`src/rtl/shift_add_mult_ctrl.sv`:
```
// Control FSM for a sequential signed shift-add multiplier.
// Sequences two shifters (multiplicand left, multiplier right) and an
// accumulator, tracks the result sign, counts iterations and stops early once
// the remaining multiplier is zero. Host handshake is start / busy / done.
module shift_add_mult_ctrl #(
    parameter int N     = 8,
    parameter int CNT_W = 4
) (
    input  logic             clk,
    input  logic             rst,
    input  logic             start,
    input  logic             abort,
    input  logic             a_sign,
    input  logic             b_sign,
    input  logic             mplier_lsb,
    input  logic             mplier_zero,
    output logic             mcand_load,
    output logic             mcand_shift,
    output logic             mcand_dir,
    output logic             mplier_load,
    output logic             mplier_shift,
    output logic             mplier_dir,
    output logic             acc_clr,
    output logic             acc_add,
    output logic             busy,
    output logic             done,
    output logic             neg_result,
    output logic [CNT_W-1:0] iter
);

    typedef enum logic [1:0] {
        S_IDLE = 2'd0,
        S_LOAD = 2'd1,
        S_RUN  = 2'd2,
        S_DONE = 2'd3
    } state_t;

    localparam logic [CNT_W-1:0] ITER_MAX = CNT_W'(N);

    state_t           state_q, state_d;
    logic [CNT_W-1:0] iter_q, iter_d;
    logic             neg_q, neg_d;

    logic run_exit;
    logic run_work;

    // The exit check wins over a work cycle; abort wins over both.
    assign run_exit = (state_q == S_RUN) && (mplier_zero || (iter_q == ITER_MAX));
    assign run_work = (state_q == S_RUN) && !abort && !run_exit;

    // Next-state, iteration count and sign latch.
    always_comb begin
        state_d = state_q;
        iter_d  = iter_q;
        neg_d   = neg_q;
        case (state_q)
            S_IDLE: begin
                if (start) begin
                    neg_d   = a_sign ^ b_sign;
                    state_d = S_LOAD;
                end
            end
            S_LOAD: begin
                if (abort) begin
                    state_d = S_IDLE;
                end else begin
                    iter_d  = '0;
                    state_d = S_RUN;
                end
            end
            S_RUN: begin
                if (abort) begin
                    state_d = S_IDLE;
                end else if (run_exit) begin
                    state_d = S_DONE;
                end else begin
                    iter_d = iter_q + 1'b1;
                end
            end
            S_DONE: begin
                state_d = S_IDLE;
            end
            default: begin
                state_d = S_IDLE;
            end
        endcase
    end

    // State register, iteration counter and result sign, with synchronous reset.
    always_ff @(posedge clk) begin
        if (rst) begin
            state_q <= S_IDLE;
            iter_q  <= '0;
            neg_q   <= 1'b0;
        end else begin
            state_q <= state_d;
            iter_q  <= iter_d;
            neg_q   <= neg_d;
        end
    end

    // Datapath strobes decoded from state; any abort cycle drives every enable low.
    always_comb begin
        mcand_load   = (state_q == S_LOAD) && !abort;
        mplier_load  = (state_q == S_LOAD) && !abort;
        acc_clr      = (state_q == S_LOAD) && !abort;
        mcand_shift  = run_work;
        mplier_shift = run_work;
        acc_add      = run_work && mplier_lsb;
        busy         = (state_q != S_IDLE);
        done         = (state_q == S_DONE) && !abort;
    end

    // The multiplicand always moves left and the multiplier always moves right.
    assign mcand_dir  = 1'b1;
    assign mplier_dir = 1'b0;

    assign iter       = iter_q;
    assign neg_result = neg_q;

endmodule

```
`config.mk`:
```
export PLATFORM = sky130hd
export DESIGN_NAME = shift_add_mult_ctrl
export DESIGN_NICKNAME = d
export VERILOG_FILES = /design/src/rtl/shift_add_mult_ctrl.sv
export SDC_FILE = /design/constraint.sdc
export NUM_CORES = 1
export LEC_CHECK = 0
export CAP_MARGIN = 20
export CORE_AREA = 8 8 45 47
export CTS_CLUSTER_DIAMETER = 60
export CTS_CLUSTER_SIZE = 8
export DETAILED_ROUTE_END_ITERATION = 8
export DIE_AREA = 0 0 53 55
export GPL_TIMING_DRIVEN = 0
export PLACE_DENSITY = 0.71
export REMOVE_ABC_BUFFERS = 1
export SYNTH_ARGS = -nofsm -noshare
export SYNTH_HDL_FRONTEND = slang
export SYNTH_SLANG_ARGS = --single-unit
```
`constraint.sdc`:
```
create_clock -name clk -period 1.9 [get_ports clk]
set_input_delay 0.38 -clock clk [delete_from_list [all_inputs] [get_ports clk]]
set_output_delay 0.38 -clock clk [all_outputs]
set_load 0.01 [all_outputs]
```
==> results.json, run 1 <==
{
  "crit_path_cell_trace": "nor2b_1 > and2_2 > clkdlybuf4s50_1",
  "crit_required_ns": 1.52,
  "place_congestion": 0.709,
  "syn_to_final_growth_pct": 55.1,
  "grt_max_degree": 9,
  "arrival_ns": 1.46,
  "final_nets": 90,
  "track_usage_pct": 8.59,
  "clock_path_buffers": 2,
  "synth-seq-cells": 7,
  "ir_worst_vdd_v": 0.000284,
  "path_class": "flop to output pin",
  "viasPerCell": 5.05,
  "drc": 0,
  "dieArea_um2": 2920,
  "ios": 23,
  "cts_tree": "built",
  "timing.final.crit_share_pct": 97.0,
  "netlist_top_cells_area": "dfxtp_1, buf_4, o211ai_1",
  "vias": 480,
  "status": "finished clean",
  "design.core.area_um2": 1380,
  "dr.pass1.iters": 4,
  "numCtsBuffers": 3,
  "clock.fmax_ghz": 0.543,
  "period_minus_slack_ns": 1.84,
  "drtIter0Drc": 4,
  "dp_hpwl_um": 895,
  "synth_top_area_share_pct": 29.9,
  "cap_violations": 0,
  "routed_wl_um": 1290,
  "row_count": 14,
  "antenna_found_initial": 0,
  "hold_class": "input port to flop",
  "drive_gt1_share_pct": 27.8,
  "mostFrequentLayoutCells": "clkdlybuf4s50_1, o211ai_1, dlygate4sd2_1, buf_4, inv_1",
  "netlist_instances": 57,
  "clk_latency_ns": 0.25,
  "n_antenna_cell": 0,
  "cts.sink_count": 7,
  "routedWlPerCell_um": 13.6,
  "postRouteAntennaNets": 0,
  "crit_fanout": 8,
  "port_buffers": 20,
  "setup_viol": 0,
  "synth_cell_types": 28,
  "leakagePower_nw": 0.303,
  "postLayoutCoreUtil_pct": 52.4,
  "syn_area_per_cell_um2": 8.21,
  "grt_pass1_wl_um": 1860,
  "reg2reg_slack_ns": 0.14,
  "max_stage_delay_ns": 0.52,
  "cp-start-kind": "flop",
  "finalHoldViolations": 0,
  "drv_slew": 0,
  "gr-total-overflow": 0,
  "finalClockSkew_ns": 0.00447,
  "die_x_um": 53,
  "critPathSlowestCell": "clkdlybuf4s50_1",
  "ys_seq_area_share_pct": 29.9,
  "synth_area_um2": 468,
  "path_clk_slew_ns": 0.05,
  "synth_top_cell_by_area": "dfxtp_1",
  "cts_root_buffer": "clkbuf_4",
  "mostFrequentLayoutCell": "clkdlybuf4s50_1",
  "die_h_um": 55,
  "worstSetupEndpointType": "output pin",
  "start_util_pct": 33.8,
  "p_total_uw": 348,
  "p_per_area_nw_per_um2": 479,
  "htreeDepth": 1,
  "hold_buffers": 0,
  "rsz0062_at_grt": "false",
  "grt_pass1_vias": 437,
  "yosysWarnings": 0
}
flip-flops by register name, indices dropped and copies added (netlist names):
register    flops
state_q         2
neg_result      1
iter            4
cell usage after synthesis, drive strengths merged:
master	n
a211oi	2
a21oi	3
a31oi	1
and2	1
and3	2
and3b	1
buf	6
clkbuf	1
conb	2
dfxtp	7
ha	2
inv	4
nand2b	1
nand3	3
nand3b	1
nor2	2
nor2b	3
nor3	1
nor3b	1
nor4b	1
o211ai	5
o21ai	1
or2	1
or3b	1
or4	1
or4b	1
xnor2	2
path summary, 6_finish.rpt:
| kind | to | depth (start not counted) | start |
|---|---|---|---|
| min | state_q[1]$_SDFFE_PP0P_ | 2 | abort |
| min reg2reg | state_q[0]$_SDFFE_PP0P_ | 1 | state_q[0]$_SDFFE_PP0P_ |
| max reg2reg | iter[3]$_SDFFE_PP0P_ | 4 | state_q[0]$_SDFFE_PP0P_ |
| max | done | 3 | state_q[1]$_SDFFE_PP0P_ |
metal layers:
layer | track usage [%] | up-vias | wire length [um]
li1 | - | 240 | -
met1 | 8.84 | 220 | 563
met2 | 14.3 | 18 | 588
met3 | 3.74 | 2 | 132
met4 | 5.17 | 0 | 4
met5 | 0 | - | 0
per-stage QoR:
step / std cells / TNS, ns / hold WS, ns / cell area, um^2 / setup slack, ns
final: 95 / 0 / 0.485 / 726 / 0.0576
after global routing: 95 / 0 / 0.484 / 726 / 0.00209
after CTS: 92 / 0 / 0.469 / 712 / 0.00954
after detailed placement: 86 / -4.58 / 0.501 / 642 / -0.873
after global placement: 86 / -4.53 / 0.492 / 642 / -0.885
after floorplan: 50 / 0 / 0.449 / 422 / 0.240
worst max-delay path, delay by kind of cell (launching register included):
kind | cells | cell delay, ns
buffers and inverters | 1 | 0.52
DFF | 1 | 0.38
and+or+nand+nor | 2 | 0.31
report_power, final:
group	switching [mW]	total, mW	internal [mW]
Combinational	0.0234	0.0574	0.0340
Clock	0.0531	0.133	0.0800
Sequential	0.00684	0.157	0.151
cells by family after synthesis:
logic type	share of synthesized area [%]
flip-flops	29.9
AND/OR/NAND/NOR	29.4
XOR/XNOR	3.74
other	1.60
AO/OA/AOI/OAI	16.8
adder cells (fa/ha/maj)	5.35
buffers and inverters	13.1
layout make-up:
cell class	count	area [um^2]
Tap cell	16	20.0
Clock buffer	4	26.3
Multi-Input combinational cell	39	292
Sequential cell	7	150
Fill cell	148	658
Inverter	4	15.0
Timing Repair Buffer	25	223
repair_timing:
item,in CTS,in global routing
resized for setup,24,4
setup endpoints to repair,8,4
cloned,0,0
pin swaps,2,0
setup buffers,2,3
Note: power is estimated with default switching activity, not from simulation.
==> inputs of run 2 (changes only) <==
Clock period 1.9 ns to 2.1 ns, I/O delays scaled along.
==> run 2 against run 1 <==
Final cell count fell by 2.1%. Die area did not move. Utilization fell by 0.81 points. Sequential power fell by 8%. Wire length fell by 4.3%. Combinational power fell by 9.1%. Clock skew fell by 0.0012 ns. Highest routed layer unchanged.
==> results.json, run 2 (same netlist as run 1, synthesis figures left out) <==
{
  "hold_depth": 2,
  "gr-total-overflow": 0,
  "clk_latency_ns": 0.25,
  "htreeDepth": 1,
  "crit_fanout": 5,
  "drtIter0Drc": 7,
  "vias": 468,
  "reg2reg_depth": 4,
  "tns_ns": 0,
  "cts_tree": "built",
  "start_util_pct": 33.8,
  "cap_violations": 0,
  "path_class": "input port to output pin",
  "p_per_area_nw_per_um2": 442,
  "min_to": "neg_result$_SDFFE_PP0P_",
  "crit_required_ns": 1.68,
  "syn_to_final_growth_pct": 52.7,
  "hold_class": "flop to flop",
  "reg2reg_slack_ns": 0.30,
  "die_x_um": 53,
  "viasPerCell": 5.03,
  "setup_viol": 0,
  "hold_buffers": 0,
  "leakagePower_nw": 0.289,
  "drive_gt1_share_pct": 23.4,
  "rr_startpoint": "state_q[0]$_SDFFE_PP0P_",
  "largest_reg_flops": 4,
  "clock_path_buffers": 2,
  "crit_path_cell_trace": "dlygate4sd2_1 > or4b_4 > nor2_2 > clkdlybuf4s15_2",
  "timing.final.crit_share_pct": 96.2,
  "cts.sink_count": 7,
  "ios": 23,
  "mostFrequentLayoutCells": "clkdlybuf4s50_1, dlygate4sd2_1, o211ai_1, inv_1, dfxtp_2",
  "final_nets": 88,
  "clock.fmax_ghz": 0.495,
  "antenna_found_initial": 0,
  "rsz0062_at_grt": "false",
  "cp-start-kind": "input port",
  "ir_worst_vdd_v": 0.000258,
  "postLayoutCoreUtil_pct": 51.6,
  "mostFrequentLayoutCell": "clkdlybuf4s50_1",
  "finalHoldViolations": 0,
  "port_buffers": 20,
  "finalClockSkew_ns": 0.00325,
  "grt_max_degree": 9,
  "r2r-end": "iter[3]$_SDFFE_PP0P_",
  "p_total_uw": 316,
  "period_minus_slack_ns": 2.02,
  "numCtsBuffers": 3,
  "status": "finished clean",
  "track_usage_pct": 8.21,
  "grt_pass1_vias": 422,
  "cts_root_buffer": "clkbuf_4",
  "grt_pass1_wl_um": 1770,
  "n_antenna_cell": 0,
  "drv_slew": 0,
  "worstSetupEndpointType": "output pin",
  "dp_hpwl_um": 895,
  "dieArea_um2": 2920,
  "routedWlPerCell_um": 13.3,
  "drc": 0,
  "max_stage_delay_ns": 0.53,
  "worst_slack_ns": 0.0795,
  "holdCritStartpoint": "neg_result$_SDFFE_PP0P_",
  "cp.buffers_inverters": 2,
  "dr.pass1.iters": 3,
  "arrival_ns": 1.60,
  "postRouteAntennaNets": 0,
  "crit_family": "simple AND/OR/NAND/NOR gates",
  "die_h_um": 55,
  "post-place-ws_ns": -0.753,
  "row_count": 14,
  "routed_wl_um": 1230,
  "critPathSlowestCell": "or4b_4",
  "design.core.area_um2": 1380,
  "place_congestion": 0.709,
  "path_clk_slew_ns": 0.05
}
==> run 2: final cells by class <==
class,instances,area (um^2)
sequential,7,145
inverter,4,15.0
clock buffer,4,26.3
timing repair buffer,23,218
multi-input combinational,39,290
fill,146,669
tap,16,20.0
==> run 2: power by group <==
group          internal, mW  switching (mW)  leakage [nW]  total (mW)
Sequential            0.138         0.00621        0.0587       0.144
Combinational        0.0308          0.0214         0.215      0.0522
Clock                0.0724          0.0472        0.0150       0.120
==> run 2: worst min-delay path, stage by stage, from the launching register on <==
cell      delay, ns
dfxtp_1        0.31
nor2_1         0.09
a211oi_1       0.05
==> run 2: worst max path at each step <==
stage / cells past startpoint / endpoint / start
after floorplan: 2 / mcand_shift / abort
after global placement: 4 / acc_add / abort
after detailed placement: 4 / acc_add / abort
after CTS: 4 / mcand_shift / abort
after global routing: 4 / mcand_shift / abort
final: 4 / mcand_shift / abort
==> run 2: repair_timing <==
action,in CTS,in global routing
setup endpoints to repair,7,2
pin swaps,1,1
setup buffers,1,2
gates resized for setup,19,2
==> run 2: metal layers <==
layer | share of wire [%] | track usage, % | wire length [um] | up-vias
met1 | 42 | 8.84 | 520 | 212
li1 | - | - | - | 236
met2 | 47 | 12.9 | 579 | 18
met4 | 0.32 | 5.60 | 4 | 0
met3 | 10 | 3.48 | 129 | 2
met5 | 0 | 0 | 0 | -
==> run 2: per-stage QoR <==
step / hold WS, ns / std cells / cell area, um^2
after floorplan: 0.489 / 50 / 422
after global placement: 0.492 / 86 / 642
after detailed placement: 0.501 / 86 / 642
after CTS: 0.508 / 91 / 696
after global routing: 0.531 / 93 / 714
final: 0.500 / 93 / 714
